File: src/rtl/ifetch_ucode_seq.sv
`default_nettype none
// ============================================================================
// Module : ifetch_ucode_seq
// Purpose: Instruction-fetch stage with a microcode sequencer. It issues
//          sequential and branch PCs and forwards fetched instructions to
//          decode over a valid/ready handshake. A fetched macro opcode that
//          matches the run-time table is expanded into a sequence read from an
//          external ucode ROM. The ROM sequence may contain one counted loop
//          and ends with an END marker. A taken branch resolved in execute
//          (exe_override) redirects the PC and aborts any running sequence.
// Ports  : clk, rst (async, active-high)
//          imem_instr/imem_valid            - instruction memory read data
//          program_counter                  - fetch address
//          ucode_addr/ucode_instr           - ucode ROM address and same-cycle data
//          macro_opc_tbl/macro_entry_tbl    - macro opcode table and ROM entry points
//          exe_override/exe_offset          - execute redirect and signed offset
//          out_instr/out_valid/out_ready    - handshake towards decode
//          ucode_flag                       - high while a sequence is running
//          macro_rd/macro_rs/macro_imm      - operand fields latched from the macro
// Option : `define UCODE_OPERAND_SUBST_EN substitutes the latched macro operands
//          into forwarded ucode instructions (rd/rs when the field is 4'hF,
//          imm when bit 16 is set).
// Rev    : 1.0 - initial release
// ============================================================================
module ifetch_ucode_seq #(
  parameter int PC_W    = 32,
  parameter int UADDR_W = 5,
  parameter int N_MACRO = 4,
  parameter int IMM_W   = 16
) (
  input  logic                       clk,
  input  logic                       rst,
  input  logic [31:0]                imem_instr,
  input  logic                       imem_valid,
  output logic [PC_W-1:0]            program_counter,
  output logic [UADDR_W-1:0]         ucode_addr,
  input  logic [31:0]                ucode_instr,
  input  logic [7*N_MACRO-1:0]       macro_opc_tbl,
  input  logic [UADDR_W*N_MACRO-1:0] macro_entry_tbl,
  input  logic                       exe_override,
  input  logic [IMM_W-1:0]           exe_offset,
  output logic [31:0]                out_instr,
  output logic                       out_valid,
  input  logic                       out_ready,
  output logic                       ucode_flag,
  output logic [3:0]                 macro_rd,
  output logic [3:0]                 macro_rs,
  output logic [15:0]                macro_imm
);

  typedef enum logic [1:0] {
    S_IDLE  = 2'd0,
    S_FETCH = 2'd1,
    S_UCODE = 2'd2
  } state_t;

  state_t               state, next_state;
  logic [PC_W-1:0]      pc_next;
  logic [UADDR_W-1:0]   uaddr_next;
  logic [3:0]           rd_next, rs_next;
  logic [15:0]          imm_next;
  logic [7:0]           loop_cnt, cnt_next;
  logic                 loop_busy, busy_next;

  logic                 macro_hit;
  logic [UADDR_W-1:0]   macro_entry;
  logic                 is_branch;
  logic [PC_W-1:0]      exe_ext, br_ext;
  logic [31:0]          fwd_instr;
  logic [7:0]           loop_count;
  logic [UADDR_W-1:0]   loop_target;

  assign exe_ext     = PC_W'($signed(exe_offset));
  assign br_ext      = PC_W'($signed(imem_instr[15:0]));
  assign is_branch   = (imem_instr[31:30] == 2'b11) && (imem_instr[28:25] == 4'b0000);
  assign loop_count  = ucode_instr[15:8];
  assign loop_target = ucode_instr[UADDR_W-1:0];

  // Table search runs from the highest index down so the lowest matching
  // index is the last one written and therefore wins on duplicates.
  always_comb begin
    macro_hit   = 1'b0;
    macro_entry = '0;
    for (int i = N_MACRO - 1; i >= 0; i--) begin
      if (imem_instr[31:25] == macro_opc_tbl[7*i +: 7]) begin
        macro_hit   = 1'b1;
        macro_entry = macro_entry_tbl[UADDR_W*i +: UADDR_W];
      end
    end
    macro_hit = macro_hit & imem_valid;
  end

  // Instruction forwarded from the ROM, optionally with macro operands patched in.
  always_comb begin
    fwd_instr = ucode_instr;
`ifdef UCODE_OPERAND_SUBST_EN
    if (ucode_instr[24:21] == 4'hF) fwd_instr[24:21] = macro_rd;
    if (ucode_instr[20:17] == 4'hF) fwd_instr[20:17] = macro_rs;
    if (ucode_instr[16])            fwd_instr[15:0]  = macro_imm;
`endif
  end

  always_comb begin
    next_state = state;
    pc_next    = program_counter;
    uaddr_next = ucode_addr;
    rd_next    = macro_rd;
    rs_next    = macro_rs;
    imm_next   = macro_imm;
    cnt_next   = loop_cnt;
    busy_next  = loop_busy;
    out_instr  = 32'h0;
    out_valid  = 1'b0;
    ucode_flag = 1'b0;

    case (state)
      S_IDLE: begin
        next_state = S_FETCH;
      end

      S_FETCH: begin
        out_instr = imem_instr;
        out_valid = imem_valid & ~exe_override & ~macro_hit;
        if (exe_override) begin
          pc_next = program_counter + exe_ext;
        end else if (macro_hit) begin
          // Macro expansion starts without waiting for decode to be ready.
          rd_next    = imem_instr[24:21];
          rs_next    = imem_instr[20:17];
          imm_next   = imem_instr[15:0];
          uaddr_next = macro_entry;
          pc_next    = program_counter + PC_W'(4);
          next_state = S_UCODE;
        end else if (imem_valid && out_ready) begin
          if (is_branch) pc_next = program_counter + PC_W'(4) + br_ext;
          else           pc_next = program_counter + PC_W'(4);
        end
      end

      S_UCODE: begin
        ucode_flag = 1'b1;
        if (exe_override) begin
          pc_next    = program_counter + exe_ext;
          busy_next  = 1'b0;
          next_state = S_FETCH;
        end else begin
          case (ucode_instr[31:28])
            4'hD: begin
              busy_next  = 1'b0;
              next_state = S_FETCH;
            end
            4'hE: begin
              // First visit loads count-1; later visits count down, so the
              // body runs count+1 times. A zero count falls straight through.
              if (!loop_busy && loop_count != 8'd0) begin
                busy_next  = 1'b1;
                cnt_next   = loop_count - 8'd1;
                uaddr_next = loop_target;
              end else if (loop_busy && loop_cnt != 8'd0) begin
                cnt_next   = loop_cnt - 8'd1;
                uaddr_next = loop_target;
              end else begin
                busy_next  = 1'b0;
                uaddr_next = ucode_addr + UADDR_W'(1);
              end
            end
            default: begin
              out_instr = fwd_instr;
              out_valid = 1'b1;
              if (out_ready) uaddr_next = ucode_addr + UADDR_W'(1);
            end
          endcase
        end
      end

      default: begin
        next_state = S_IDLE;
      end
    endcase
  end

  always_ff @(posedge clk or posedge rst) begin
    if (rst) begin
      state           <= S_IDLE;
      program_counter <= '0;
      ucode_addr      <= '0;
      macro_rd        <= 4'h0;
      macro_rs        <= 4'h0;
      macro_imm       <= 16'h0;
      loop_cnt        <= 8'h0;
      loop_busy       <= 1'b0;
    end else begin
      state           <= next_state;
      program_counter <= pc_next;
      ucode_addr      <= uaddr_next;
      macro_rd        <= rd_next;
      macro_rs        <= rs_next;
      macro_imm       <= imm_next;
      loop_cnt        <= cnt_next;
      loop_busy       <= busy_next;
    end
  end

endmodule
`default_nettype wire

File: config.mk
export PLATFORM = sky130hd
export DESIGN_NAME = ifetch_ucode_seq
export DESIGN_NICKNAME = d
export VERILOG_FILES = /design/src/rtl/ifetch_ucode_seq.sv
export SDC_FILE = /design/constraint.sdc
export NUM_CORES = 1
export LEC_CHECK = 0
export CAP_MARGIN = 30
export CORE_AREA = 2 2 140 129
export CTS_BUF_LIST = sky130_fd_sc_hd__clkbuf_8
export CTS_CLUSTER_SIZE = 20
export DETAILED_ROUTE_END_ITERATION = 12
export DIE_AREA = 0 0 142 131
export PLACE_DENSITY = 0.82
export SETUP_SLACK_MARGIN = 0.15
export SLEW_MARGIN = 20
export SYNTH_ARGS = -nofsm -noshare
export SYNTH_HDL_FRONTEND = slang
export SYNTH_SLANG_ARGS = --single-unit
File: constraint.sdc
create_clock -name clk -period 4.5 [get_ports clk]
set_input_delay 1.125 -clock clk [delete_from_list [all_inputs] [get_ports clk]]
set_output_delay 1.125 -clock clk [all_outputs]
set_load 0.1 [all_outputs]
==> results of run 1 <==
==> power by group through the flow <==
stage	clock (W)	combinational, W	sequential (W)
after global routing	0.000806	0.00696	0.00121
final	0.000774	0.00653	0.00118
after CTS	0.000783	0.00647	0.00117
after detailed placement	0	0.00644	0.00119
after global placement	0	0.00635	0.00117
after floorplan	0	0.00342	0.00247
==> cell usage after synthesis (11+ instances only) <==
cell,n,area (um^2)
ha_1,77,963
nor2b_1,42,263
xnor2_1,68,596
o21ai_0,50,250
o21ai_1,36,180
a21oi_1,95,475
a211oi_1,16,120
a22oi_1,41,308
nand2_1,107,402
inv_1,27,101
nand4_1,18,113
xor2_1,43,377
nor3_1,21,105
clkbuf_1,34,128
nand2b_1,12,75.1
o211ai_1,15,113
dfrtp_1,72,1800
mux2_1,16,180
mux2_2,12,135
a21o_1,27,203
nor2_1,83,312
nand3_1,31,155
buf_2,11,55.1
==> metal layers <==
layer	track usage	wire length (um)
met1	0.424	12900
met2	0.537	14100
met3	0.0609	2070
met4	0.0947	685
met5	0	0
==> how the worst min path moves through the flow <==
stage	end	startpoint	cells past startpoint	slack [ns]
floorplan	loop_cnt[7]$_DFFE_PP0P_	loop_cnt[7]$_DFFE_PP0P_	2	0.45
global placement	macro_imm[15]$_DFFE_PP0P_	macro_imm[15]$_DFFE_PP0P_	2	0.46
detailed placement	program_counter[31]$_DFFE_PP0P_	program_counter[31]$_DFFE_PP0P_	1	0.47
CTS	program_counter[31]$_DFFE_PP0P_	program_counter[31]$_DFFE_PP0P_	1	0.48
global route	macro_imm[13]$_DFFE_PP0P_	macro_imm[13]$_DFFE_PP0P_	1	0.52
finish	program_counter[31]$_DFFE_PP0P_	program_counter[31]$_DFFE_PP0P_	1	0.48
==> cell type report <==
type / count / area share
well taps: 216 / 0.0221
repair buffers: 271 / 0.244
clock inverters: 7 / 0.0137
flip-flops and latches: 72 / 0.148
clock buffers: 9 / 0.0101
inverters: 27 / 0.00830
multi-input cells: 950 / 0.554
==> cells by family (layout without fill, tap and decap cells) <==
family / after synthesis / after routing / synth area share
flip-flops: 72 / 72 / 0.210
adder cells (fa/ha/maj): 79 / 79 / 0.117
buffers and inverters: 74 / 314 / 0.0339
AND/OR/NAND/NOR: 367 / 367 / 0.212
AO/OA/AOI/OAI: 357 / 357 / 0.269
multiplexers: 36 / 36 / 0.0460
XOR/XNOR: 111 / 111 / 0.113
==> through the flow <==
stage          utilization  total power (W)
5_1_grt              0.710          0.00897
4_1_cts              0.708          0.00843
6_report             0.710          0.00848
3_3_place_gp         0.690          0.00752
2_1_floorplan            -          0.00589
3_5_place_dp         0.691          0.00763
==> registers in the layout (all words and copies together), names as in the netlist <==
signal / count
loop_busy: 1
macro_rd: 4
program_counter: 32
macro_imm: 16
state: 2
loop_cnt: 8
ucode_addr: 5
macro_rs: 4
==> layout by cell type, fill, tap and decap left out, drive strengths merged, types with 6 or more instances in the layout <==
master	n
nor4	8
xnor2	68
a21o	27
a21oi	96
mux2i	8
a22oi	41
xor2	43
nand3	32
dfrtp	72
clkbuf	9
inv	27
nor2	83
and4	9
and3	9
nand2	107
ha	77
nor3	21
o211ai	15
o21ai	86
buf	77
a31oi	6
nand2b	12
o21a	10
mux2	28
clkdlybuf4s50	193
nand4	20
nor2b	42
or3	7
a211oi	16
o2111ai	7
==> repair_timing <==
item                                    in CTS  in global routing
endpoints found under the setup margin       0                  7
hold endpoints to repair                     0                  0
gates resized for setup                      0                  8
==> critical path: stages <==
cell and delay [ns]:
clkdlybuf4s50_1 0.58, xor2_1 0.24, nor4_1 0.31, nand4_1 0.21, o2111ai_2 0.15, nor2_1 0.08, o21a_1 0.21, buf_12 0.18
==> key figures, run 1 <==
STA
  – Fmax: 237 MHz
  – Final setup margin: 0.281 ns
  – Final Hold Viols: 0
  – Min Tclk post-route: 4.22 ns
  – Setup Skew: 0.00974 ns
  – Final worst path period share: 0.938
  – RSZ-0062 raised after global routing: yes
  – Count of pins over their slew limit: 0
  – Least-Margin Pin Slew: 1.02 ns
  – Rel. slew slack: 0.321
  – Final setup violation count: 0
  – Setup TNS: 0 ns
  – Hold WS: 0.478 ns

Setup path
  – Worst setup endpoint: out_valid
  – Reg2reg path depth: 17
  – Crit-path max FO: 6
  – Reg2reg setup slack: 0.36 ns
  – Critical path origin: imem_instr[25]
  – Required time worst endpoint: 3.38 ns
  – Arr. time, crit path: 3.09 ns
  – Type of origin of the critical path: input pin
  – Kind of critical path: in -> out
  – Worst r2r src: program_counter[8]$_DFFE_PP0P_
  – Reg2reg end: program_counter[31]$_DFFE_PP0P_
  – Worst setup EP type: output pin

Synthesis
  – Cells after Synth: 1096
  – Syn Nets: 1308
  – Cell Area, Synth: 8600 um^2
  – Post-synthesis register bit count: 72
  – Netlist cell types: 73
  – Sequential share of the synthesized area: 0.210
  – Ys flop type: dfrtp_1
  – Number of flops mapped to enable cells by yosys: 0
  – Number of warnings issued by yosys: 0
  – Async set-reset flop share out of synthesis: 1.00
  – Synthesized area per cell: 7.84 um^2

Detailed routing
  – Vias: 9431
  – Via density per instance: 6.08
  – DRC: 0
  – DRT iter0 DRCs: 765
  – 1st-pass router iterations: 5
  – Post-Route WL: 29.8 mm
  – Antenna viol nets, final: 0
  – WL/cell: 19.2 um

GRT
  – Number of global-route vias before repair: 9029
  – Global-route wire length before repair: 47.4 mm
  – GRT Total Usage: 0.321
  – Largest net degree at the start of global routing: 42
  – Initial antenna violation count: 0
  – Gr ovfl total: 0

Power
  – Pleak: 5.21 nW
  – Clock share of power: 0.091
  – Sequential share of power: 0.139
  – P_sw: 0.00484 W
  – Net Sw Frac: 0.570
  – Internal power: 0.00364 W
  – Comb power frac: 0.770
  – Maximum vdd drop: 0.624 mV
  – Pwr dens: 694 nW/um^2

Placement
  – Gpl congestion: 0.940
  – Pre-CTS WS: -0.0195 ns
  – Placed instance count: 1536
  – Port Buf Inserts: 227
  – Dpl hpwl: 23.6 mm
  – DP Area: 11900 um^2

Clock tree
  – H-tree depth: 3
  – Worst-path clk slew: 0.09 ns
  – CTS Buffer Depth: 2
  – Worst-Skew Late Latency: 0.38 ns
  – Cts hold-fix bufs: 0
  – Cts bufs inserted: 9
  – TritonCTS clock tree: built
  – Clock Tree Root: clkbuf_8
  – Postcts setup bufs: 0
  – Clk sink count: 72

Status
  – Status: completed

Cells and area
  – Non-Filler Instances: 1552
  – Seq. cell area: 1810 um^2
  – Fill cell count: 1386
  – Non-Filler Cell Area, Final: 12200 um^2
  – Nets: 1543
  – Share of layout cells above drive strength 1: 0.121
  – N_diodes: 0
  – Synth-to-Final Area Change: 42.1%
  – Multi-input logic area: 6760 um^2

Die
  – Core box area: 17200 um^2
  – IO Pins: 228
  – Die height: 131 um
  – Core Rows: 46
  – Die X: 142 um
  – Die outline area: 18600 um^2
  – Initial Util: 0.500

Min path
  – Min-Delay Path Class: reg -> reg

Run
  – Max-Cap Viols: 0
No activity file was read; power rests on OpenSTA's default activity.
==> run 2: changes to the inputs <==
--- a/config.mk
+++ b/config.mk
@@ -6,12 +6,12 @@
 export NUM_CORES = 1
 export LEC_CHECK = 0
 export CAP_MARGIN = 30
-export CORE_AREA = 2 2 140 129
+export CORE_AREA = 2 2 145 132
 export CTS_BUF_LIST = sky130_fd_sc_hd__clkbuf_8
-export CTS_CLUSTER_SIZE = 20
 export DETAILED_ROUTE_END_ITERATION = 12
-export DIE_AREA = 0 0 142 131
-export PLACE_DENSITY = 0.82
+export DIE_AREA = 0 0 147 134
+export PLACE_DENSITY = 0.78
+export RECOVER_POWER = 100
 export SETUP_SLACK_MARGIN = 0.15
 export SLEW_MARGIN = 20
 export SYNTH_ARGS = -nofsm -noshare
==> run 2 against run 1 <==
Compared with the run above: the flow now finishes with violations (capacitance limit, slew limit); register-to-register slack better by 0.07 ns; count of clock-buffer cells in the layout up 2; non-clock buffer count up 1; final area down 3.6%; global-route usage down 1.9 points; total power down 5.5%; maximum frequency down 2.1%.
==> key figures, run 2 (synthesis gave the netlist of run 1 again) <==
Status
  – Status: finished with violations
  – Violated checks: capacitance limit, slew limit

Cells and area
  – Share of layout cells above drive strength 1: 0.111 (-0.00981)
  – Fill cell count: 1607 (+16%)
  – Synth-to-Final Area Change: 37.0%
  – N_diodes: 0 (unchanged)
  – Most flops, register: program_counter
  – Commonest cells after routing, fill and taps aside: clkdlybuf4s50_1 (129), nand2_1 (107), a21oi_1 (95)
  – Largest register FFs: 32 (unchanged)
  – Final Util: 0.646 (-0.0637)
  – Nets: 1544 (+0.065%)
  – Commonest non-fill, non-tap cell in the layout: clkdlybuf4s50_1
  – Biggest regs: program_counter (32), macro_imm (16), loop_cnt (8)

Detailed routing
  – Via density per instance: 5.97 (-1.7%)
  – WL/cell: 19.0 um (-1.1%)
  – 1st-pass router iterations: 6 (+1)
  – Vias: 9447 (+0.17%)
  – Antenna viol nets, final: 0 (unchanged)
  – DRC: 0 (unchanged)
  – DRT iter0 DRCs: 806 (+5.4%)
  – Post-Route WL: 30.0 mm (+0.79%)

Clock tree
  – H-tree depth: 3 (unchanged)
  – Cts bufs inserted: 9 (unchanged)
  – Clk sink count: 72 (unchanged)
  – Worst-path clk slew: 0.08 ns (about the same)
  – Cts hold-fix bufs: 0 (unchanged)
  – CTS Buffer Depth: 2 (unchanged)
  – Worst-Skew Late Latency: 0.38 ns (about the same)
  – TritonCTS clock tree: built
  – Clock Tree Root: clkbuf_8

Die
  – Die X: 147 um (+3.5%)
  – IO Pins: 228 (unchanged)
  – Die height: 134 um (+2.3%)
  – Core Rows: 47 (+2.2%)
  – Initial Util: 0.472 (-0.0280)
  – Die outline area: 19700 um^2 (+5.9%)
  – Core box area: 18200 um^2 (+5.9%)

Setup path
  – Arr. time, crit path: 3.19 ns (+0.10 ns)
  – Worst setup EP type: output pin
  – Reg2reg setup slack: 0.43 ns (+0.07 ns)
  – Worst r2r src: program_counter[10]$_DFFE_PP0P_
  – Type of origin of the critical path: input pin
  – Worst-path cell chain: clkdlybuf4s50_1, nor2_1, o21ai_0, a21oi_2, buf_12, a22oi_1, nor2b_4, buf_4
  – Worst path slowest cell: clkdlybuf4s50_1
  – Reg2reg end: program_counter[31]$_DFFE_PP0P_
  – Reg2reg path depth: 16 (-1)
  – Crit-path max FO: 32 (+26)
  – Count of buffer and inverter cells on the critical path: 3 (+1)
  – CP delay by family, top: buffers and inverters
  – Required time worst endpoint: 3.38 ns (about the same)
  – Max incr delay on CP: 0.47 ns (-0.11 ns)
  – Kind of critical path: in -> out

STA
  – Setup Skew: 0.0167 ns (+0.00694 ns)
  – Final Hold Viols: 0 (unchanged)
  – Final setup violation count: 0 (unchanged)
  – Rel. slew slack: -0.391 (-0.711)
  – Count of pins over their slew limit: 34 (+34)
  – Fmax: 232 MHz (-2.1%)
  – Final setup margin: 0.189 ns (-0.0918 ns)
  – Final worst path period share: 0.958 (+0.0204)
  – RSZ-0062 raised after global routing: yes
  – Setup TNS: 0 ns (unchanged)
  – Min Tclk post-route: 4.31 ns (+0.0918 ns)
  – Least-Margin Pin Slew: 2.09 ns (+1.07 ns)

Placement
  – Port Buf Inserts: 227 (unchanged)
  – Gpl congestion: 0.940 (about the same)
  – Dpl hpwl: 23.9 mm (+1.3%)
  – Pre-CTS WS: 0.0420 ns (+0.0614 ns)

GRT
  – Largest net degree at the start of global routing: 59 (+40%)
  – Initial antenna violation count: 1 (+1)
  – Global-route wire length before repair: 47.6 mm (+0.31%)
  – GRT Total Usage: 0.302 (-0.0187)
  – Number of global-route vias before repair: 8768 (-2.9%)
  – Gr ovfl total: 0 (unchanged)

Power
  – Pleak: 5.16 nW (-0.92%)
  – Pwr dens: 680 nW/um^2 (-2.0%)
  – Maximum vdd drop: 0.492 mV (-21%)

Min path
  – Hold depth: 1 (unchanged)
  – Hold Path Sink: program_counter[31]$_DFFE_PP0P_
  – Worst hold start: program_counter[31]$_DFFE_PP0P_
  – Min-Delay Path Class: reg -> reg

Run
  – Max-Cap Viols: 1 (+1)
## run 2: cell types whose count changed in the layout (fill, tap and decap cells not counted), sizes merged, moves of 2 or more
cell | previous run | this run
clkinv | 2 | 0
clkbuf | 9 | 46
clkdlybuf4s50 | 193 | 129
buf | 77 | 43
clkinvlp | 0 | 3
dlygate4sd3 | 0 | 65
bufinv | 5 | 1
## run 2: routing by layer
layer	vias up	share of wire	GRT usage
met5	-	0	0
met4	0	0.022	0.0769
met3	52	0.076	0.0500
met2	433	0.46	0.481
met1	4434	0.45	0.428
li1	4528	-	-
## run 2: how the worst max path moves through the flow
stage / from / end / slack (ns) / cells past startpoint
after floorplan: program_counter[13]$_DFFE_PP0P_ / program_counter[31]$_DFFE_PP0P_ / 0.17 / 15
after global placement: exe_offset[0] / program_counter[28]$_DFFE_PP0P_ / 0.16 / 16
after detailed placement: exe_offset[0] / program_counter[28]$_DFFE_PP0P_ / 0.04 / 16
after CTS: ucode_instr[31] / out_instr[15] / 0.29 / 8
after global routing: program_counter[10]$_DFFE_PP0P_ / program_counter[31]$_DFFE_PP0P_ / 0.07 / 17
final: exe_override / out_instr[15] / 0.19 / 8
## run 2: power breakdown
| group | total, W | switching [W] | internal (W) |
|---|---|---|---|
| clock network | 0.000591 | 0.000300 | 0.000291 |
| registers | 0.00117 | 0.000322 | 0.000851 |
| logic | 0.00625 | 0.00417 | 0.00208 |
## run 2: what timing repair did
action | 4_1_cts | 5_1_grt
endpoints found under the setup margin | 0 | 6
resized for setup | 0 | 6
buffers inserted | 0 | 3
## run 2: layout make-up
type                    instances  area (um^2)  area share
flip-flops and latches         72         1810       0.153
repair buffers                272         2600       0.221
multi-input cells             950         6750       0.573
clock buffers                  11          151      0.0129
clock inverters                 5         62.6     0.00531
inverters                      27          103     0.00871
well taps                     245          307      0.0260
## run 2: through the flow
step	instance area [um^2]	hold slack, ns	instances	power [W]
after global placement	11900	0.463	1561	0.00755
after floorplan	8820	0.454	1096	0.00589
final	11800	0.473	1582	0.00801
after CTS	12100	0.483	1578	0.00824
after detailed placement	11900	0.468	1562	0.00762
after global routing	11800	0.501	1582	0.00852
## run 2: worst reg2reg max path, cell delays in order (launching register included)
cell,delay (ns)
dfrtp_2,0.46
and4_1,0.31
nand4_2,0.22
or2_2,0.34
nor2_1,0.13
xor2_1,0.29
ha_1,0.37
a21oi_1,0.22
o21ai_0,0.17
a32oi_1,0.28
nand3_1,0.14
o21ai_1,0.22
o21ai_2,0.15
o21ba_1,0.20
o2111ai_1,0.20
a211oi_1,0.12
xnor2_1,0.14
==> RTL change, RTL diff (flow settings as in run 2) <==
Take the reset off `ucode_addr` and `macro_imm` and load them in a clocked block of their own.
--- a/src/rtl/ifetch_ucode_seq.sv
+++ b/src/rtl/ifetch_ucode_seq.sv
@@ -183,24 +183,25 @@
     if (rst) begin
       state           <= S_IDLE;
       program_counter <= '0;
-      ucode_addr      <= '0;
       macro_rd        <= 4'h0;
       macro_rs        <= 4'h0;
-      macro_imm       <= 16'h0;
       loop_cnt        <= 8'h0;
       loop_busy       <= 1'b0;
     end else begin
       state           <= next_state;
       program_counter <= pc_next;
-      ucode_addr      <= uaddr_next;
       macro_rd        <= rd_next;
       macro_rs        <= rs_next;
-      macro_imm       <= imm_next;
       loop_cnt        <= cnt_next;
       loop_busy       <= busy_next;
     end
   end
 
+  always_ff @(posedge clk) begin
+    ucode_addr <= uaddr_next;
+    macro_imm  <= imm_next;
+  end
+
 endmodule
 `default_nettype wire
 
Formal check against the unedited RTL: differs if rst is asserted again (counterexample within 4 cycles, from zero or initial values and one cycle with rst high); with rst held inactive, the same outputs for 4 cycles.
==> RTL change against run 2 <==
- sequential cell count unchanged
- clock power down 13%
- sequential share of layout area about the same
- cell area up 6.6%
- clock skew up 0.0017 ns
- worst setup slack worse by 0.14 ns
- maximum frequency down 3.2%
- synthesized area up 1.8%
- non-clock buffer count up 29
- power up 5.8%
- wire length up 2.4%
- hold slack better by 0.0019 ns
- via count up 2.0%
- critical path depth up 9
- critical path type is now register to register
- largest power group unchanged
==> RTL change: results <==
[cts]
path_clk_slew_ns = 0.10
clock_latency_ns = 0.40
cts_buffers = 9

[finish]
drive_gt1_share_pct = 15.2
n_fill_cell = 1505
fin_nets = 1578

[grt]
grt_max_degree = 48
antenna_found_initial = 0
first_global_vias = 9096
grt_usage_pct = 30.4
grt_pass1_wl_mm = 48.0

[power]
leakagePower_nw = 5.25
ir_drop_mv = 0.483

[timing]
skew_ns = 0.0184
maxSlewHeadroom_pct = 5.78

[worst_setup_path]
critPathLaunchType = "register"
crit_fanout = 4
crit_end = "program_counter[31]"
worstPathArrival_ns = 4.73
r2r_slack_ns = 0.05
cp_slowest_cell = "or4_4"
critPathTopFamily = "simple AND/OR/NAND/NOR gates"
max_stage_delay_ns = 0.52

[logic_synthesis]
yosys-top-cells-count = "nand2_1, nor2_1, a21oi_1"
synth.yosys.seq_area_share_pct = 21.8
ys_top_cells_by_area = "dfrtp_1, ha_1, edfxtp_1"
syn_nets = 1316
synth_async_sr_flop_share_pct = 70.8
synth_cell_types = 80

[placed_design]
gp_congestion = 0.949
dpl_cell_area_sq_um = 12200
dp_hpwl_mm = 24.4

[drt]
drtPass1Iterations = 5
drt-wirelength-per-cell_microns = 19.0
viasPerCell = 5.97
drtIter0Drc = 923

[min_path]
hp-class = "register to register"

[status]
status = "finished clean"
==> RTL change: how the worst min path moves through the flow <==
stage | start | to | slack, ns | depth (start not counted)
detailed placement | macro_rd[1] | macro_rd[1] | 0.46 | 2
global placement | macro_rs[1] | macro_rs[1] | 0.46 | 2
global route | macro_rd[1] | macro_rd[1] | 0.52 | 2
floorplan | loop_cnt[7] | loop_cnt[7] | 0.48 | 1
finish | macro_rd[1] | macro_rd[1] | 0.47 | 2
CTS | macro_rd[1] | macro_rd[1] | 0.48 | 2
==> RTL change: cell families (layout without fill, tap and decap cells) <==
group	after synthesis	after routing	share of synthesized area (%)
compound gates	373	373	28.6
buf+inv	77	344	3.62
mux	14	14	1.61
fa+ha+maj	79	79	11.5
xor+xnor	113	113	11.4
flops	72	72	21.8
simple gates	376	376	21.5
==> RTL change: worst reg2reg max path, stage by stage (launching register included) <==
cell and delay (ns):
dfrtp_2 0.41, and4_4 0.25, nand3_4 0.08, or3_4 0.39
nor2_4 0.14, nand4_1 0.26, xnor2_2 0.24, ha_1 0.33
nand2_2 0.08, or4_4 0.52, a311o_1 0.35, a21oi_2 0.17
o211ai_1 0.14, a2111oi_2 0.43, nor3_2 0.11, xnor2_1 0.17
a21oi_1 0.10, xor2_1 0.16
==> RTL change: report_power, final <==
part           leakage, nW  internal (mW)  switching (mW)  total [mW]
clock               0.0920          0.205           0.307       0.512
sequential           0.825          0.866           0.295        1.16
combinational         4.33           2.49            4.31        6.80
==> RTL change: area by class of cell <==
| cell class | instances | area (sq um) | area share [%] |
|---|---|---|---|
| Clock inverter | 7 | 52.6 | 0.418 |
| Tap cell | 245 | 307 | 2.44 |
| Timing Repair Buffer | 301 | 3190 | 25.4 |
| Clock buffer | 9 | 124 | 0.986 |
| Multi-Input combinational cell | 955 | 6870 | 54.7 |
| Inverter | 27 | 101 | 0.807 |
| Sequential cell | 72 | 1920 | 15.3 |
==> RTL change: per-layer routing <==
layer / routed length [microns] / up-vias / part of all wire (%) / track usage (%)
li1: - / 4643 / - / -
met1: 13300 / 4572 / 43 / 41.5
met2: 14700 / 377 / 48 / 50.7
met3: 2130 / 48 / 6.9 / 5.10
met4: 599 / 0 / 1.9 / 7.26
met5: 0 / - / 0 / 0
==> RTL change: repair_timing <==
action	in CTS	in global routing
setup buffers	2	12
setup endpoints to repair	2	10
pin swaps	2	19
gates resized for setup	1	14
hold buffers	0	0
==> RTL change: stage by stage <==
stage                     instances  worst slack [ns]  util [%]  setup TNS (ns)  hold slack, ns
after detailed placement       1586           -0.0396      67.0          -0.112           0.465
final                          1616            0.0492      68.9               0           0.475
after CTS                      1604             0.153      68.1               0           0.485
after global placement         1586            0.0752      67.0               0           0.458
after global routing           1616            -0.124      68.9          -0.183           0.521
after floorplan                1104           -0.0154         -         -0.0154           0.484
